`config.mk`:
```
export PLATFORM = sky130hd
export DESIGN_NAME = inst_fetch
export DESIGN_NICKNAME = d
export VERILOG_FILES = /design/src/rtl/inst_fetch.sv
export SDC_FILE = /design/constraint.sdc
export NUM_CORES = 1
export LEC_CHECK = 0
export ABC_CLOCK_PERIOD_IN_PS = 2840
export CAP_MARGIN = 20
export CORE_MARGIN = 4
export CORE_UTILIZATION = 50
export DETAILED_ROUTE_END_ITERATION = 12
export GPL_ROUTABILITY_DRIVEN = 0
export PLACE_DENSITY_LB_ADDON = 0.08
export REMOVE_ABC_BUFFERS = 1
export SLEW_MARGIN = 20
export SYNTH_ARGS = -nofsm -noshare
export SYNTH_HDL_FRONTEND = slang
export SYNTH_SLANG_ARGS = --single-unit
```
`constraint.sdc`:
```
create_clock -name clk -period 2.84 [get_ports clk]
set_clock_uncertainty 0.15 [all_clocks]
set_input_delay 0.71 -clock clk [delete_from_list [all_inputs] [get_ports clk]]
set_output_delay 0.71 -clock clk [all_outputs]
set_load 0.01 [all_outputs]
```
`src/rtl/inst_fetch.sv`:
```
`default_nettype none
// ============================================================================
// Module   : inst_fetch
// Purpose  : MIPS IF stage - PC register, instruction SRAM read port and
//            held-over branch redirect for redirects that arrive during a stall.
// Revision : 1.0 - initial release
// ============================================================================
module inst_fetch #(
    parameter logic [31:0] RESET_PC = 32'hBFC0_0000
) (
    input  logic        clk,
    input  logic        rst,
    input  logic [5:0]  stall,
    input  logic [32:0] br_bus,
    output logic [32:0] if_to_id_bus,
    output logic        inst_sram_en,
    output logic [3:0]  inst_sram_wen,
    output logic [31:0] inst_sram_addr,
    output logic [31:0] inst_sram_wdata,
    output logic [31:0] fetch_cnt
);

    localparam logic        c_stop     = 1'b1;
    localparam logic [31:0] c_pc_reset = RESET_PC - 32'h4;

    logic [31:0] pc_q, pc_d;
    logic        ce_q, ce_d;
    logic        br_pend_q, br_pend_d;
    logic [31:0] br_pend_addr_q, br_pend_addr_d;
    logic [31:0] fetch_cnt_q, fetch_cnt_d;

    logic        w_br_e;
    logic [31:0] w_br_addr;
    logic [31:0] w_next_pc;
    logic        w_hold;

    // Only bit 0 of the stall vector concerns IF; the rest belong to later stages.
    logic w_unused_stall;
    assign w_unused_stall = &{1'b0, stall[5:1]};

    assign w_br_e    = br_bus[32];
    assign w_br_addr = br_bus[31:0];
    assign w_hold    = (stall[0] == c_stop);

    // A live redirect beats a pending one: it is the newer decision from ID.
    always_comb begin
        w_next_pc = pc_q + 32'h4;
        if (w_br_e) begin
            w_next_pc = w_br_addr;
        end else if (br_pend_q) begin
            w_next_pc = br_pend_addr_q;
        end
    end

    always_comb begin
        pc_d           = pc_q;
        ce_d           = ce_q;
        br_pend_d      = br_pend_q;
        br_pend_addr_d = br_pend_addr_q;
        fetch_cnt_d    = fetch_cnt_q;
        if (!w_hold) begin
            pc_d        = w_next_pc;
            ce_d        = 1'b1;
            br_pend_d   = 1'b0;
            fetch_cnt_d = fetch_cnt_q + 32'h1;
        end else if (w_br_e) begin
            br_pend_d      = 1'b1;
            br_pend_addr_d = w_br_addr;
        end
    end

    always_ff @(posedge clk) begin
        if (rst) begin
            pc_q           <= c_pc_reset;
            ce_q           <= 1'b0;
            br_pend_q      <= 1'b0;
            br_pend_addr_q <= 32'h0;
            fetch_cnt_q    <= 32'h0;
        end else begin
            pc_q           <= pc_d;
            ce_q           <= ce_d;
            br_pend_q      <= br_pend_d;
            br_pend_addr_q <= br_pend_addr_d;
            fetch_cnt_q    <= fetch_cnt_d;
        end
    end

    assign if_to_id_bus    = {ce_q, pc_q};
    assign inst_sram_en    = ce_q;
    assign inst_sram_addr  = pc_q;
    assign inst_sram_wen   = 4'b0000;
    assign inst_sram_wdata = 32'h0;
    assign fetch_cnt       = fetch_cnt_q;

endmodule
`default_nettype wire

```
==> summary.md, run 1 <==
| Metric | Value |
|---|---|
| Status | complete, no violations |
| Die height | 111 um |
| Mux share of post-synthesis cell area | 1.18% |
| Final Setup Violations | 0 |
| Req. time, crit path | 1980 ps |
| P_leak | 2.46 nW |
| Clock slew at reported path FFs | 100 ps |
| Register bit count reported by yosys | 98 |
| WP data arrival | 1550 ps |
| Unrepaired setup endpoints after global routing | false |
| Fraction of layout cells with a size suffix above 1 | a little under 6% |
| Final Hold Vio Count | 0 |
| Minimum clock period | roughly 2400 ps |
| Synth async-reset ratio | 0% |
| CTS Root Cell | clkbuf_8 |
| Slew margin rel. | 61.0% |
| First-pass GRT wire length | 22.5 mm |
| Io pins | approximately 180 |
| Vias in the first global route | 4600 |
| Most common cell after layout, fill and taps aside | clkdlybuf4s50_1 |
| Mapped Cells | 666 |
| CTS Sinks | a little under 100 |
| MaxCap Viol Count | 0 |
| Initial antenna violation count | 0 |
| DR iter-0 viols | 282 |
| PostCTS Resize Cnt | 0 |
| Fin area | ~0.0066 sq mm |
| WS Path Type | reg2out |
| # rows | 37 |
| Port buffer count | 133 |
| Post-Synth Adder-Cell Area | less than 1% |
| TritonRoute pass-1 iters | 5 |
| Synth Area in Simple Gates | ~24% |
| Tcrit/Tclk final | between 80% and 90% |
| Core area | roughly 0.010 sq mm |
| Drt drc | 0 |
| Fill count | 909 |
| Synth warnings | 0 |
| Die Width | 111 um |
| Die area | 0.0123 sq mm |
| CP Launch Type | flop |
| Synth Area in XOR/XNOR | ~4.1% |
| TritonCTS clock tree | yes |
| FMAX | 0.414 GHz |
| Nets | 799 |
| Clock buffer depth | 2 |
| EDFF count, synth | 0 |
| Area grow syn2layout | 24.9% |
| Critical path's top delay family | buffers and inverters |
| WP buf/inv | 1 |
| Final ANT Viol Nets | 0 |
| Clock Latency Late Sink | 360 ps |
| Initial Utilization | 51.3% |
| Synth cell types | 58 |
| GRT Resource Usage Total | 21.6% |
| Final slew viol count | 0 |
| Post-CTS Setup Bufs | 0 |
| Hold_buf cts | 0 |
| PD cells | 456 mW/mm^2 |
| Compound-cell area share of the yosys netlist | 19.0% |
| WL final | 13.7 mm |
| Via count | about 4900 |
| Ant. Diodes | 0 |
| Wire length per cell | between 15 and 20 um |
| Syn_area_per_cell | 7.94 sq um |
| Largest family of logic cells by synthesized area | simple AND/OR/NAND/NOR gates |
| Final HPWL DP | approximately 9.7 mm |
| VDD IR-drop max | 240 uV |
| Peak fanout along the critical path | 11 |
| Largest stage delay on the critical path | slightly above 600 ps |
| Dpl cell area | around 0.0064 sq mm |
| Largest net degree at the start of global routing | 44 |
| Crit-path slowest cell | clkdlybuf4s50_1 |
| Cell Area, Synth | 0.00529 sq mm |
| Post-synthesis sequential area ratio | 37.1% |
| Synth Flop Type | dfxtp_1 |
| CP Capture Type | output pin |
| Crit path cell chain | clkdlybuf4s50_1 |
| GRT overflow | 0 |
| TNS Setup | 0 ps |
| DR vias/cell | approximately 5.4 |
| H-tree depth | 3 |
| Measured slew at the worst slew-check pin | 585 ps |
| Commonest non-fill, non-tap cells in the layout | 132 x clkdlybuf4s50_1, 98 x dfxtp_1, 92 x nand2_1 |
| Min-Delay Path Class | reg2reg |
| Inserted Clock Buffers | 9 |
[kinds of logic after synthesis]
kind of cell | Yosys count
DFF | 98
muxes | 6
AOI/OAI and AO/OA | 159
buffers and inverters | 121
and+or+nand+nor | 254
xor gates and xnor gates | 25
other | 1
adders and majority gates | 2
[through the flow]
step,utilization (%),setup WS (ps),power (mW),cells,hold WS [ps]
6_report,64.0,425,3.01,897,306
3_5_place_dp,62.4,172,2.23,881,291
3_3_place_gp,62.4,213,2.21,881,289
5_1_grt,64.0,337,3.16,897,321
4_1_cts,64.0,418,3.04,897,305
2_1_floorplan,-,426,1.85,593,275
[path summary, 6_finish.rpt]
path / startpoint / end / slack [ps] / cells past startpoint
worst max-delay path: inst_sram_addr[10] / inst_sram_addr[10] / 430 / 1
worst min-delay path: br_pend_addr_q[1] / br_pend_addr_q[1] / 310 / 2
worst max register to register: inst_sram_addr[10] / inst_sram_addr[25] / 670 / 5
worst min register to register: br_pend_addr_q[1] / br_pend_addr_q[1] / 310 / 2
[cells in the mapped netlist, drive strengths merged, types with 2 or more instances]
library cell / n / area share [%]
clkbuf: 27 / 1.9
nand2b: 5 / 0.59
mux2: 2 / 0.43
a211o: 2 / 0.33
o21a: 4 / 0.57
nor3b: 2 / 0.28
mux2i: 4 / 0.76
or2: 2 / 0.24
and2: 8 / 0.95
and3: 8 / 0.95
nor4: 9 / 1.5
inv: 13 / 0.92
ha: 2 / 0.47
and4: 7 / 1.2
xor2: 7 / 1.2
a21o: 2 / 0.28
a41oi: 3 / 0.50
nor3: 13 / 1.3
o22a: 7 / 1.2
a221o: 8 / 1.5
o22ai: 3 / 0.35
a211oi: 2 / 0.28
a31oi: 4 / 0.47
a221oi: 12 / 2.0
dfxtp: 98 / 37
a2bb2oi: 8 / 1.3
nor2b: 7 / 0.83
nand2: 92 / 6.5
nand3: 21 / 2.1
nor2: 51 / 3.6
a21oi: 73 / 6.9
buf: 81 / 11
nand3b: 3 / 0.43
or3: 6 / 0.71
and4b: 2 / 0.38
xnor2: 18 / 3.0
o21ai: 25 / 2.4
nand4: 15 / 2.5
[worst register-to-register path: stages (launching register included)]
cell and delay (ps):
dfxtp_1 580, nand4_4 190, nor2_1 460, nand3_1 230, nor4_1 330, nor3b_1 90
[report_power, final]
group,switching [mW],internal (mW)
combinational,0.342,0.333
clock,0.476,0.342
sequential,0.0807,1.44
[area by class of cell]
cell class	count	area [sq um]	area share, %
flip-flops and latches	98	1960	29.7
repair buffers	152	1520	23.0
clock buffers	12	145	2.20
inverters	13	48.8	0.738
multi-input cells	482	2740	41.4
clock inverters	4	27.5	0.416
well taps	136	170	2.57
[state kept, by name, indices dropped and copies added, names as in the netlist]
name,flops
fetch_cnt,32
inst_sram_addr,32
inst_sram_en,1
br_pend_addr_q,32
br_pend_q,1
[routing by layer]
metal | vias to the layer above | GRT usage, % | wire (um)
met2 | 166 | 38.3 | 6740
met5 | - | 0 | 0
li1 | 2408 | - | -
met3 | 11 | 5.84 | 1010
met4 | 0 | 4.27 | 120
met1 | 2286 | 26.3 | 5820
Power figures use the tool's default switching activity.
==> inputs of run 2 (changes only) <==
--- a/config.mk
+++ b/config.mk
@@ -6,7 +6,6 @@
 export NUM_CORES = 1
 export LEC_CHECK = 0
 export ABC_CLOCK_PERIOD_IN_PS = 2840
-export CAP_MARGIN = 20
 export CORE_MARGIN = 4
 export CORE_UTILIZATION = 50
 export DETAILED_ROUTE_END_ITERATION = 12
==> constraint.sdc (replaced) <==
create_clock -name clk -period 2.84 [get_ports clk]
set_clock_uncertainty 0.15 [all_clocks]
set_input_delay 0.568 -clock clk [delete_from_list [all_inputs] [get_ports clk]]
set_output_delay 0.568 -clock clk [all_outputs]
set_load 0.01 [all_outputs]
==> run 2 against run 1 <==
  * Critical path depth up 6
  * Worst hold slack better by 0.72 ps
  * Core utilization down 0.35 points
  * Power up 2.6%
  * First-iteration DRC count down 22%
  * Combinational power down 1%
  * Global-route usage up 0.054 points
==> summary.md, run 2 (same netlist as run 1, synthesis figures left out) <==
| Metric | Value |
|---|---|
| Die Width | 111 um (unchanged) |
| FMAX | 0.430 GHz (was 0.414 GHz) |
| CP Launch Point | stall[0] (was inst_sram_addr[10]) |
| CTS Root Cell | clkbuf_8 (unchanged) |
| Seq pwr share | 49.2% (was 50.5%) |
| Via count | 4929 (was 4871) |
| Peak fanout along the critical path | 24 (was 11) |
| Most common cell after layout, fill and taps aside | clkdlybuf4s50_1 (unchanged) |
| Clock slew at reported path FFs | 90 ps (was 100 ps) |
| CP Capture Type | flop (was output pin) |
| Final Hold Vio Count | 0 (unchanged) |
| Post-CTS Setup Bufs | 0 (unchanged) |
| Io pins | 175 (unchanged) |
| MaxCap Viol Count | 0 (unchanged) |
| Area grow syn2layout | 24.3% (was 24.9%) |
| Clock Latency Late Sink | 350 ps (was 360 ps) |
| CTS Sinks | 98 (unchanged) |
| Minimum clock period | 2320 ps (was 2410 ps) |
| GRT Resource Usage Total | 21.7% (was 21.6%) |
| Slew margin rel. | 58.4% (was 61.0%) |
| Sw Pwr | 900 uW (was 899 uW) |
| Initial antenna violation count | 0 (unchanged) |
| Critical path's most frequent cell | a21oi_1 |
| WP data arrival | 2400 ps (was 1550 ps) |
| Clock buffer depth | 2 (unchanged) |
| Final ANT Viol Nets | 0 (unchanged) |
| DR top layer | met4 (unchanged) |
| DRT met1 WL | 5.91 mm (was 5.82 mm) |
| Commonest non-fill, non-tap cells in the layout | 132 x clkdlybuf4s50_1, 98 x dfxtp_1, 92 x nand2_1 (unchanged) |
| Min-Delay Path Class | reg2reg (unchanged) |
| WL met3 | 1.08 mm (was 1.01 mm) |
| DR iter-0 viols | 220 (was 282) |
| Setup ws final | 515 ps (was 425 ps) |
| Final Setup Violations | 0 (unchanged) |
| Fin area | 0.00658 sq mm (was 0.00661 sq mm) |
| Gate power share | 21.5% (was 22.4%) |
| Ant. Diodes | 0 (unchanged) |
| Tcrit/Tclk final | 81.9% (was 85.0%) |
| R2R Path Start | inst_sram_addr[10] (unchanged) |
| Reg2reg path depth | 6 (was 5) |
| Die height | 111 um (unchanged) |
| Unrepaired setup endpoints after global routing | false (unchanged) |
| Final slew viol count | 0 (unchanged) |
| Crit-path slowest cell | clkdlybuf4s50_1 (unchanged) |
| H-tree depth | 3 (unchanged) |
| Post-Place Cells | 880 (was 881) |
| Initial Utilization | 51.3% (unchanged) |
| Worst hold path startpoint | br_pend_addr_q[22] (was br_pend_addr_q[1]) |
| First-pass GRT wire length | 22.8 mm (was 22.5 mm) |
| Final cell count without fillers | 895 (was 897) |
| DR vias/cell | 5.51 (was 5.43) |
| Largest net degree at the start of global routing | 44 (unchanged) |
| PostCTS Resize Cnt | 0 (unchanged) |
| Hold_buf cts | 0 (unchanged) |
| Status | complete, no violations (unchanged) |
| Vias in the first global route | 4760 (was 4600) |
| Final HPWL DP | 9.79 mm (was 9.74 mm) |
| Req. time, crit path | 2910 ps (was 1980 ps) |
| Switch share | 29.1% (was 29.8%) |
| Worst hold slack | 307 ps (was 306 ps) |
| Fraction of layout cells with a size suffix above 1 | 5.67% (was 5.78%) |
| Nets | 798 (was 799) |
| TritonRoute pass-1 iters | 5 (unchanged) |
| WL final | 13.9 mm (was 13.7 mm) |
| Die area | 0.0123 sq mm (unchanged) |
| GRT overflow | 0 (unchanged) |
| Clock network power share | 29.2% (was 27.2%) |
| Port buffer count | 133 (unchanged) |
| Dpl cell area | 0.00638 sq mm (was 0.00644 sq mm) |
| # rows | 37 (unchanged) |
| Drt drc | 0 (unchanged) |
| Core area | 0.0103 sq mm (unchanged) |
| VDD IR-drop max | 308 uV (was 240 uV) |
| P_leak | 2.45 nW (was 2.46 nW) |
| TNS Setup | 0 ps (unchanged) |
| TritonCTS clock tree | yes (unchanged) |
| Crit path cell chain | clkdlybuf4s50_1, or2_1, buf_4, a211oi_1, o21ai_0, a21oi_1, a21oi_1 (was clkdlybuf4s50_1) |
| CP Launch Type | primary input (was flop) |
| PD cells | 470 mW/mm^2 (was 456 mW/mm^2) |
| Measured slew at the worst slew-check pin | 624 ps (was 585 ps) |
| Detail Route met2 WL | 6.69 mm (was 6.74 mm) |
| Worst hold path cell count | 2 (unchanged) |
| WS Path Type | in2reg (was reg2out) |
| Inserted Clock Buffers | 9 (unchanged) |
| Wire length per cell | 15.5 um (was 15.3 um) |
| Largest stage delay on the critical path | 550 ps (was 620 ps) |
| Worst slack at placement | 192 ps (was 172 ps) |
| Int Pwr | 2.19 mW (was 2.12 mW) |
==> run 2: layer usage <==
layer / global-route usage [%] / up-vias
li1: - / 2404
met1: 27.1 / 2311
met2: 37.8 / 197
met3: 4.15 / 17
met4: 6.32 / 0
met5: 0 / -
==> run 2: worst paths after layout <==
path / slack, ps / endpoint
worst max-delay path: 520 / inst_sram_addr[13]
worst min-delay path: 310 / br_pend_addr_q[22]
worst max register to register: 700 / inst_sram_addr[30]
worst min register to register: 310 / br_pend_addr_q[22]
==> run 2: worst max-delay path: cells and delay by family <==
family	cells	cell delay, ps
buffers and inverters	2	780
AO/OA/AOI/OAI	4	760
AND/OR/NAND/NOR	1	280
==> run 2: power by group through the flow <==
stage	sequential [mW]	clock, mW	combinational (mW)
floorplan	1.58	0	0.272
global placement	1.55	0	0.650
detailed placement	1.55	0	0.664
CTS	1.52	0.923	0.665
global route	1.54	0.977	0.724
finish	1.52	0.904	0.665
==> run 2: area by class of cell <==
cell class                      count  area (sq um)
Clock buffer                       11           141
Clock inverter                      4          52.6
Fill cell                         900          3750
Inverter                           13          48.8
Multi-Input combinational cell    482          2740
Sequential cell                    98          1960
Tap cell                          136           170
Timing Repair Buffer              151          1460
==> run 2: through the flow <==
step / power [mW] / utilization [%]
5_1_grt: 3.24 / 63.7
3_3_place_gp: 2.20 / 61.8
3_5_place_dp: 2.22 / 61.8
4_1_cts: 3.11 / 63.7
6_report: 3.09 / 63.7
2_1_floorplan: 1.85 / -
